--- src/rtl/truth_table_sweep_pkg.sv ---
// Shared constants for truth_table_sweep: FSM state encoding and parameter limits.
package tt_pkg;
   typedef logic [1:0] tt_state_t;

   localparam tt_state_t TT_IDLE = 2'd0;
   localparam tt_state_t TT_RUN  = 2'd1;
   localparam tt_state_t TT_DONE = 2'd2;

   localparam int unsigned TT_MAX_N_IN   = 8;
   localparam int unsigned TT_MAX_SETTLE = 15;
   localparam int unsigned TT_CNT_W      = $clog2(TT_MAX_SETTLE + 1);
endpackage

--- src/rtl/truth_table_sweep_if.sv ---
// Stimulus/capture bus between truth_table_sweep and its surroundings.
// TT_COMPARE_EN adds the reference vector (expected) and the match flag.
interface truth_table_sweep_if #(
   parameter int N_IN = 3
);
   logic                 start;
   logic [N_IN-1:0]      vec;
   logic                 f;
   logic                 busy;
   logic                 done;
   logic [2**N_IN-1:0]   minterms;
   logic [N_IN:0]        ones;
`ifdef TT_COMPARE_EN
   logic [2**N_IN-1:0]   expected;
   logic                 match;

   modport master (output start, f, expected, input vec, busy, done, minterms, ones, match);
   modport slave  (input start, f, expected, output vec, busy, done, minterms, ones, match);
`else
   modport master (output start, f, input vec, busy, done, minterms, ones);
   modport slave  (input start, f, output vec, busy, done, minterms, ones);
`endif
endinterface

--- src/rtl/truth_table_sweep_settle_cnt.sv ---
// Settle-time counter: clears on i_clr, counts on i_en, flags cnt==SETTLE.
module tt_settle_cnt
   import tt_pkg::*;
#(
   parameter int SETTLE = 1
) (
   input  logic clk,
   input  logic rst,
   input  logic i_clr,
   input  logic i_en,
   output logic o_term
);
   logic [TT_CNT_W-1:0] r_cnt;

   always_ff @(posedge clk) begin
      if (rst || i_clr) begin
         r_cnt <= '0;
      end else if (i_en) begin
         r_cnt <= r_cnt + {{(TT_CNT_W-1){1'b0}}, 1'b1};
      end
   end

   assign o_term = (r_cnt == TT_CNT_W'(SETTLE));
endmodule

--- src/rtl/truth_table_sweep.sv ---
// Truth-table sweep: walks vec 0..2**N_IN-1, samples f after SETTLE extra cycles.
// Optional macro TT_COMPARE_EN adds a registered compare against bus.expected.
module truth_table_sweep
   import tt_pkg::*;
#(
   parameter int N_IN   = 3,
   parameter int SETTLE = 1
) (
   input logic               clk,
   input logic               rst,
   truth_table_sweep_if.slave bus
);
   localparam int NV = 2**N_IN;

   tt_state_t       r_state;
   logic [N_IN-1:0] r_vec;
   logic [NV-1:0]   r_minterms;
   logic [N_IN:0]   r_ones;
   logic            r_busy;
   logic            r_done;

   logic            w_term;
   logic            w_run;
   logic            w_accept;
   logic            w_sample;
   logic            w_last;
   logic [NV-1:0]   w_mt_next;
   logic [N_IN:0]   w_ones_next;

   // Start is honoured in IDLE and DONE only; a request during RUN is dropped.
   assign w_run       = (r_state == TT_RUN);
   assign w_accept    = !w_run && bus.start;
   assign w_sample    = w_run && w_term;
   assign w_last      = &r_vec;
   assign w_ones_next = r_ones + {{N_IN{1'b0}}, bus.f};

   always_comb begin
      w_mt_next        = r_minterms;
      w_mt_next[r_vec] = bus.f;
   end

   tt_settle_cnt #(
      .SETTLE (SETTLE)
   ) u_settle_cnt (
      .clk    (clk),
      .rst    (rst),
      .i_clr  (w_accept || w_sample),
      .i_en   (w_run && !w_term),
      .o_term (w_term)
   );

   always_ff @(posedge clk) begin
      if (rst) begin
         r_state    <= TT_IDLE;
         r_vec      <= '0;
         r_minterms <= '0;
         r_ones     <= '0;
         r_busy     <= 1'b0;
         r_done     <= 1'b0;
      end else if (w_accept) begin
         r_state    <= TT_RUN;
         r_vec      <= '0;
         r_minterms <= '0;
         r_ones     <= '0;
         r_busy     <= 1'b1;
         r_done     <= 1'b0;
      end else if (w_sample) begin
         r_minterms <= w_mt_next;
         r_ones     <= w_ones_next;
         if (w_last) begin
            r_state <= TT_DONE;
            r_vec   <= '0;
            r_busy  <= 1'b0;
            r_done  <= 1'b1;
         end else begin
            r_vec   <= r_vec + N_IN'(1);
         end
      end
   end

   assign bus.vec      = r_vec;
   assign bus.busy     = r_busy;
   assign bus.done     = r_done;
   assign bus.minterms = r_minterms;
   assign bus.ones     = r_ones;

`ifdef TT_COMPARE_EN
   logic r_match;

   // Judged on the completion edge using the minterm vector as it is being finalised.
   always_ff @(posedge clk) begin
      if (rst || w_accept) begin
         r_match <= 1'b0;
      end else if (w_sample && w_last) begin
         r_match <= (w_mt_next == bus.expected);
      end
   end

   assign bus.match = r_match;
`endif
endmodule
--- src/flat_wrapper.sv ---
// flat-port wrapper written by rule: the top's interface ports become plain ports
module truth_table_sweep_flat import tt_pkg::*;
#(
   parameter int N_IN   = 3,
   parameter int SETTLE = 1
)
  (clk, rst, bus_start, bus_f, bus_vec, bus_busy, bus_done, bus_minterms, bus_ones);
  truth_table_sweep_if #(.N_IN(N_IN)) bus_i ();
  input logic clk;
  input logic rst;
  input wire logic [$bits(bus_i.start)-1:0] bus_start;
  input wire logic [$bits(bus_i.f)-1:0] bus_f;
  output wire logic [$bits(bus_i.vec)-1:0] bus_vec;
  output wire logic [$bits(bus_i.busy)-1:0] bus_busy;
  output wire logic [$bits(bus_i.done)-1:0] bus_done;
  output wire logic [$bits(bus_i.minterms)-1:0] bus_minterms;
  output wire logic [$bits(bus_i.ones)-1:0] bus_ones;
  assign bus_i.start = bus_start;
  assign bus_i.f = bus_f;
  assign bus_vec = bus_i.vec;
  assign bus_busy = bus_i.busy;
  assign bus_done = bus_i.done;
  assign bus_minterms = bus_i.minterms;
  assign bus_ones = bus_i.ones;
  truth_table_sweep #(.N_IN(N_IN), .SETTLE(SETTLE)) u_core (.clk(clk), .rst(rst), .bus(bus_i));
endmodule
--- config.mk ---
export PLATFORM = sky130hd
export DESIGN_NAME = truth_table_sweep_flat
export DESIGN_NICKNAME = d
export VERILOG_FILES = /design/src/rtl/truth_table_sweep_pkg.sv /design/src/rtl/truth_table_sweep_if.sv /design/src/rtl/truth_table_sweep_settle_cnt.sv /design/src/rtl/truth_table_sweep.sv /design/src/flat_wrapper.sv
export SDC_FILE = /design/constraint.sdc
export NUM_CORES = 1
export LEC_CHECK = 0
export CAP_MARGIN = 20
export CELL_PAD_IN_SITES_DETAIL_PLACEMENT = 2
export CELL_PAD_IN_SITES_GLOBAL_PLACEMENT = 2
export CORE_MARGIN = 4
export CORE_UTILIZATION = 30
export DETAILED_ROUTE_END_ITERATION = 6
export HOLD_SLACK_MARGIN = 0.1
export PLACE_DENSITY = 0.87
export SLEW_MARGIN = 20
export SYNTH_ARGS = -nofsm -noshare
export SYNTH_HDL_FRONTEND = slang
export SYNTH_SLANG_ARGS = --single-unit
--- constraint.sdc ---
create_clock -name clk -period 1.77 [get_ports clk]
set_input_delay 0.354 -clock clk [delete_from_list [all_inputs] [get_ports clk]]
set_output_delay 0.354 -clock clk [all_outputs]
set_load 0.05 [all_outputs]
# Word-level counts from Yosys, hierarchy flattened
# Index checks and enable logic that the tools add are counted.
# classes
magnitude_cmp,2
add_sub_neg,3
n_eq_ne,2
n_mux,10
n_reduce_logical,14
# ops
cell,n
8-bit bitwise mux,1
1-bit two-way mux,7
4-bit by 1-bit adder with 4-bit output,1
"4-bit by 1-bit adder with 4-bit output, second input constant",1
"4-bit by 1-bit equality test with 1-bit output, second input constant",1
1-bit logical AND,4
"3-bit by 4-bit < comparator with 1-bit output, second input constant",1
4-bit AND reduction,1
2-bit nonzero test,2
"3-bit by 1-bit adder with 3-bit output, second input constant",1
1-bit demux with 3-bit select,1
"3-bit by 1-bit >= comparator with 1-bit output, second input constant",1
3-bit two-way mux,1
3-bit AND reduction,1
"2-bit by 1-bit equality test with 1-bit output, second input constant",1
1-bit zero test,2
1-bit logical OR,2
2-bit AND reduction,1
2-bit OR reduction,1
# totals
regBits,22
elab_cells,38
input_bits,4
output_inout_bits,17

# Logic depth before layout (Yosys ltp)
# logic_depth
depth_word,5
ltp_mapped,6

# By module
# Synthesis repeated with hierarchy kept, for this count alone.
# hier_totals
hier_cells,105
hier_area_um2,1018.5
# modules_own_cells
mod,area_per_inst_um2,seq_area_each_um2,cells_per_inst,n_inst
truth_table_sweep,819.5,340.3,85,1
tt_settle_cnt,198.9,80.1,20,1

# Worst setup path after synthesis
# OpenSTA, ideal clock, no wires.
# synth_path
path_type,flip-flop to flip-flop
from,"register, netlist name u_core.bus.busy"
to,register u_core.r_minterms[2] (netlist: u_core.bus.minterms[2])
arrival_time_ns,1.641
required_time_ns,1.700
path_stages_with_launch,4
setup_time_ns,0.070
setup_slack_ns,0.059
n_path_buf,0
synth_period_minus_slack_ns,1.711
cell_sequence,dfxtp_1 or4bb_1 or3_1 a21oi_1
# synth_lines
item,line_no,text
"end signal, assigned",truth_table_sweep.sv:68,r_minterms <= w_mt_next;
"end, declared",truth_table_sweep.sv:17,logic [NV-1:0] r_minterms;

# Worst setup path after layout
# layout_path
from,register u_core.u_settle_cnt.r_cnt[1]
to,register u_core.r_minterms[2] (netlist: u_core.bus.minterms[2])
# layout_via
elab_chain_len,2
# layout_rtl
item,line_no,text
"start, declared",truth_table_sweep_settle_cnt.sv:13,logic [TT_CNT_W-1:0] r_cnt;
"start signal, assigned",truth_table_sweep_settle_cnt.sv:19,"r_cnt <= r_cnt + {{(TT_CNT_W-1){1'b0}}, 1'b1};"
4-bit by 1-bit equality test with 1-bit output,truth_table_sweep_settle_cnt.sv:23,assign o_term = (r_cnt == TT_CNT_W'(SETTLE));
1-bit logical AND,truth_table_sweep.sv:33,assign w_sample = w_run && w_term;
# Every way passes these cells.
# A chain may end at the register's enable or synchronous reset.

==> metrics.log <==
[metrics] result of the run: finished clean
[metrics] via density per instance: between 5 and 6
[metrics] switching power share of the total: a little over a quarter
[metrics] clock transition at the registers of the reported paths: 0.12 ns
[metrics] number of instances on the worst hold path: 2
[metrics] FF-to-FF End: u_core.bus.minterms[2]$_SDFFE_PP0P_
[metrics] highest net fanout along the worst path: 5
[metrics] post-place setup slack: -0.0417 ns
[metrics] Clock Root Buffer: clkbuf_4
[metrics] DRT Pass-1 Iters: 4
[metrics] TritonCTS clock tree: yes
[metrics] sequential share of power: about 58%
[metrics] violation count after the first detailed-route iteration: 62
[metrics] final standard cell count with taps included and fillers excluded: between 150 and 200
[metrics] endpoint kind of the worst setup timing path: flip-flop
[metrics] flip-flop and latch count after synthesis: 21
[metrics] Net Count, Synth: between 100 and 150
[metrics] type of the setup path with the least slack: reg -> reg
[metrics] area of the die: between 4000 and 5000 µm²
[metrics] detail-routed net length per standard cell: approximately 19 µm
[metrics] most instantiated cells after synthesis: 21 x dfxtp_1, 18 x a21oi_1, 10 x o21ai_0, 6 x ha_1
[metrics] Switch Pwr: approximately 230 µW
[metrics] setup repair after global routing missed its margin: false
[metrics] part of the power in the clock network: roughly 29%
[metrics] number of synthesized flops with an enable pin: 0
[metrics] floorplan row count: 21
[metrics] Hold Path Origin: u_core.u_settle_cnt.r_cnt[1]$_SDFFE_PP0P_
[metrics] hold worst-path end: u_core.u_settle_cnt.r_cnt[1]$_SDFFE_PP0P_
[metrics] horizontal die dimension: 67.6 µm
[metrics] static leakage: just over 0.0005 µW
[metrics] max-cap violation count: 0
[metrics] Total Routing Usage GR: between 10% and 20%
[metrics] reg-to-reg setup timing slack: 0.11 ns
[metrics] Setup WS post-layout: roughly 0.11 ns
[metrics] power density over the cells: between 600 and 700 nW/µm²
[metrics] Relative slew margins: about two thirds
[metrics] Top Layer Used: met4
[metrics] fraction of synthesized cell area taken by the top area cell type: approximately two fifths
[metrics] async set-reset flop share out of synthesis: 0%
[metrics] post-route DRC violation count: 0
[metrics] most common cell in the synthesized netlist: dfxtp_1
[metrics] worst endpoint required time: 2.03 ns
[metrics] worst slew pin tran: approximately 0.48 ns
[metrics] routed metal-1 wire length: ~1700 µm
[metrics] synthesized area per cell: approximately 9.0 µm²
[metrics] sequential standard cell area: 422 µm²
[metrics] total length of routed met3 wires: ~150 µm
[metrics] sequential share of the synthesized area: around 40%
[metrics] Total Power Consumption: between 800 and 900 µW
[metrics] RR Startpoint: u_core.u_settle_cnt.r_cnt[1]$_SDFFE_PP0P_
[metrics] core box area: 3390 µm²
[metrics] number of distinct library cells after synthesis: 35
[metrics] number of port buffers: 20
[metrics] ys flop type: dfxtp_1
[metrics] largest voltage drop on the vdd net: around 0.42 mV
[metrics] number of antenna violations at the first check in global routing: 0
[metrics] worst reg-to-reg path cell count: 5
[metrics] worst endpoint data arrival time: roughly 1.9 ns
[metrics] fraction of layout instances using a drive strength above 1: between 20% and 30%
[metrics] gate count of the mapped netlist: approximately 120
[metrics] total of warnings raised by yosys: 0
[metrics] # clock sinks: 21
[metrics] total of fill cells in the finished design: ~370
[metrics] die height: 67.6 µm
[metrics] total overflow reported by the global router: 0
[metrics] area occupied by multi-input gates: 606 µm²
[metrics] number of buffers inserted for hold repair after clock tree synthesis: 0
[metrics] HP Class: reg -> reg
[metrics] GP Congestion: 0.754
[metrics] final setup fails: 0
[metrics] instance count after placement with tap cells included: about 190
[metrics] Combinational Power Share: a little over an eighth
[metrics] final period demand of the worst path: between 1.5 and 2 ns
[metrics] number of placed I/O pins: 21
[metrics] H-Tree Depth: 1
[metrics] overall via count from detail_route: roughly 1000
[metrics] final net count: 157
[metrics] Inserted Clock Buffers: 3
[metrics] Yosys top cell by area: dfxtp_1
[metrics] number of buffers on the longest clock path: 2
[metrics] antenna viol nets, final: 0
[metrics] crit path launch type: flip-flop
[metrics] first-pass GRT wire length: 5810 µm
[metrics] Post-Synthesis Cell Area: between 1000 and 1500 µm²
[metrics] worst skew pair latency: 0.31 ns
[metrics] largest net degree at the start of global routing: 20
[metrics] Total Wirelength: around 3600 µm
[metrics] fmax: approximately 0.6 GHz
[metrics] vias in the first global route: 1105
[metrics] cell-internal power: about 610 µW
[metrics] diode count: 0
[metrics] area growth from synthesis to layout: 30.9%
[metrics] final HPWL from detailed placement: 2710 µm
[metrics] total count of hold-check failures in the final report: 0
[metrics] Fin Clk Skew: about 0.0019 ns
[metrics] Max Slew Vio Count: 0
[metrics] cells taking the most area after synthesis: dfxtp_1 39%, a21oi_1 8.5%, ha_1 7.0%, o21ai_0 4.7%, nand4b_1 4.1%
[metrics] Initial Utilization: between 30% and 40%
[metrics] met2 WL post-DR: 1730 µm
[metrics] share of the clock period used by the worst path: a little over nine tenths
[flip-flops by register name, indices dropped and copies added, names as in the netlist]
name and cells:
u_core.bus.busy 1, u_core.bus.minterms 8, u_core.bus.ones 4, u_core.bus.vec 3
u_core.r_state 1, u_core.u_settle_cnt.r_cnt 4
[through the flow]
stage          utilization [%]  cell area, µm²  TNS [ns]  hold WS (ns)
2_1_floorplan                -            1070         0         0.426
4_1_cts                   40.8            1380         0         0.501
3_5_place_dp              39.9            1350   -0.0799         0.478
3_3_place_gp              39.9            1350         0         0.452
5_1_grt                   41.2            1400         0         0.523
6_report                  41.2            1400         0         0.488
[worst max-delay path by stage]
stage                                                      to  depth (start not counted)                                      start  slack, ns
after detailed placement      u_core.bus.ones[3]$_SDFFE_PP0P_                          5                                      bus_f      -0.04
after global placement        u_core.bus.ones[2]$_SDFFE_PP0P_                          6                                      bus_f       0.03
after floorplan           u_core.bus.minterms[2]$_SDFFE_PP0P_                          3               u_core.bus.busy$_SDFFE_PP0P_       0.06
after global routing      u_core.bus.minterms[2]$_SDFFE_PP0P_                          5  u_core.u_settle_cnt.r_cnt[1]$_SDFFE_PP0P_       0.03
final                     u_core.bus.minterms[2]$_SDFFE_PP0P_                          5  u_core.u_settle_cnt.r_cnt[1]$_SDFFE_PP0P_       0.11
after CTS                 u_core.bus.minterms[2]$_SDFFE_PP0P_                          5  u_core.u_settle_cnt.r_cnt[1]$_SDFFE_PP0P_       0.04
[power groups by stage]
stage                     combinational, µW  clock, µW  sequential (µW)
final                                   111        243              483
after global routing                    122        275              485
after CTS                               108        252              483
after detailed placement                106          0              493
after global placement                 99.7          0              493
after floorplan                        46.1          0              501
[cell usage in the layout (no fill, tap or decap)]
cell type        count
or3b_4               1
and4bb_2             1
ha_1                 5
dfxtp_2              1
nand4b_1             5
nand2b_1             2
a311oi_1             1
nand2_1              3
nand3_1              5
a21o_1               1
nand4bb_1            1
buf_12               2
nand3b_1             2
nor4b_1              1
mux2i_1              1
nor3b_1              2
a211o_1              2
or4_1                2
and3b_1              1
or4b_4               1
buf_4               26
nor2_1               2
ha_4                 1
clkdlybuf4s50_1      3
a21oi_1             18
or4bb_1              1
inv_1                5
o31ai_1              3
clkbuf_1             1
o41ai_1              3
or3_1                5
nor2b_1              1
a31oi_1              1
o21ai_0             10
dfxtp_1             20
nand4_1              3
clkbuf_4             3
[worst max-delay path, cell delays in order, from the launching register on]
cell     delay (ns)
dfxtp_2        0.36
inv_1          0.09
ha_4           0.16
or4b_4         0.50
or3_1          0.38
a21oi_1        0.12
[repair_timing]
item,4_1_cts,5_1_grt
buffers inserted,0,0
gates resized for setup,1,3
hold endpoints to repair,0,0
setup endpoints to repair,1,5
pin swaps,0,0
[metal layers]
metal	track usage, %	up-vias
met2	28.8	13
li1	-	505
met5	0	-
met1	21.6	523
met3	4.33	4
met4	4.56	0
[logic make-up after synthesis]
kind of cell,Yosys count,share of synthesized area [%]
AO/OA/AOI/OAI,39,21.5
AND/OR/NAND/NOR,39,25.9
flip-flops,21,39.4
adder cells (fa/ha/maj),6,7.04
multiplexers,1,0.939
buffers and inverters,12,5.16
[final cells by class]
cell class | instances | share of cell area [%]
Tap cell | 46 | 4.13
Inverter | 5 | 1.35
Multi-Input combinational cell | 85 | 43.4
Timing Repair Buffer | 31 | 19.0
Clock buffer | 4 | 1.88
Sequential cell | 21 | 30.2
Power figures use the tool's default switching activity.
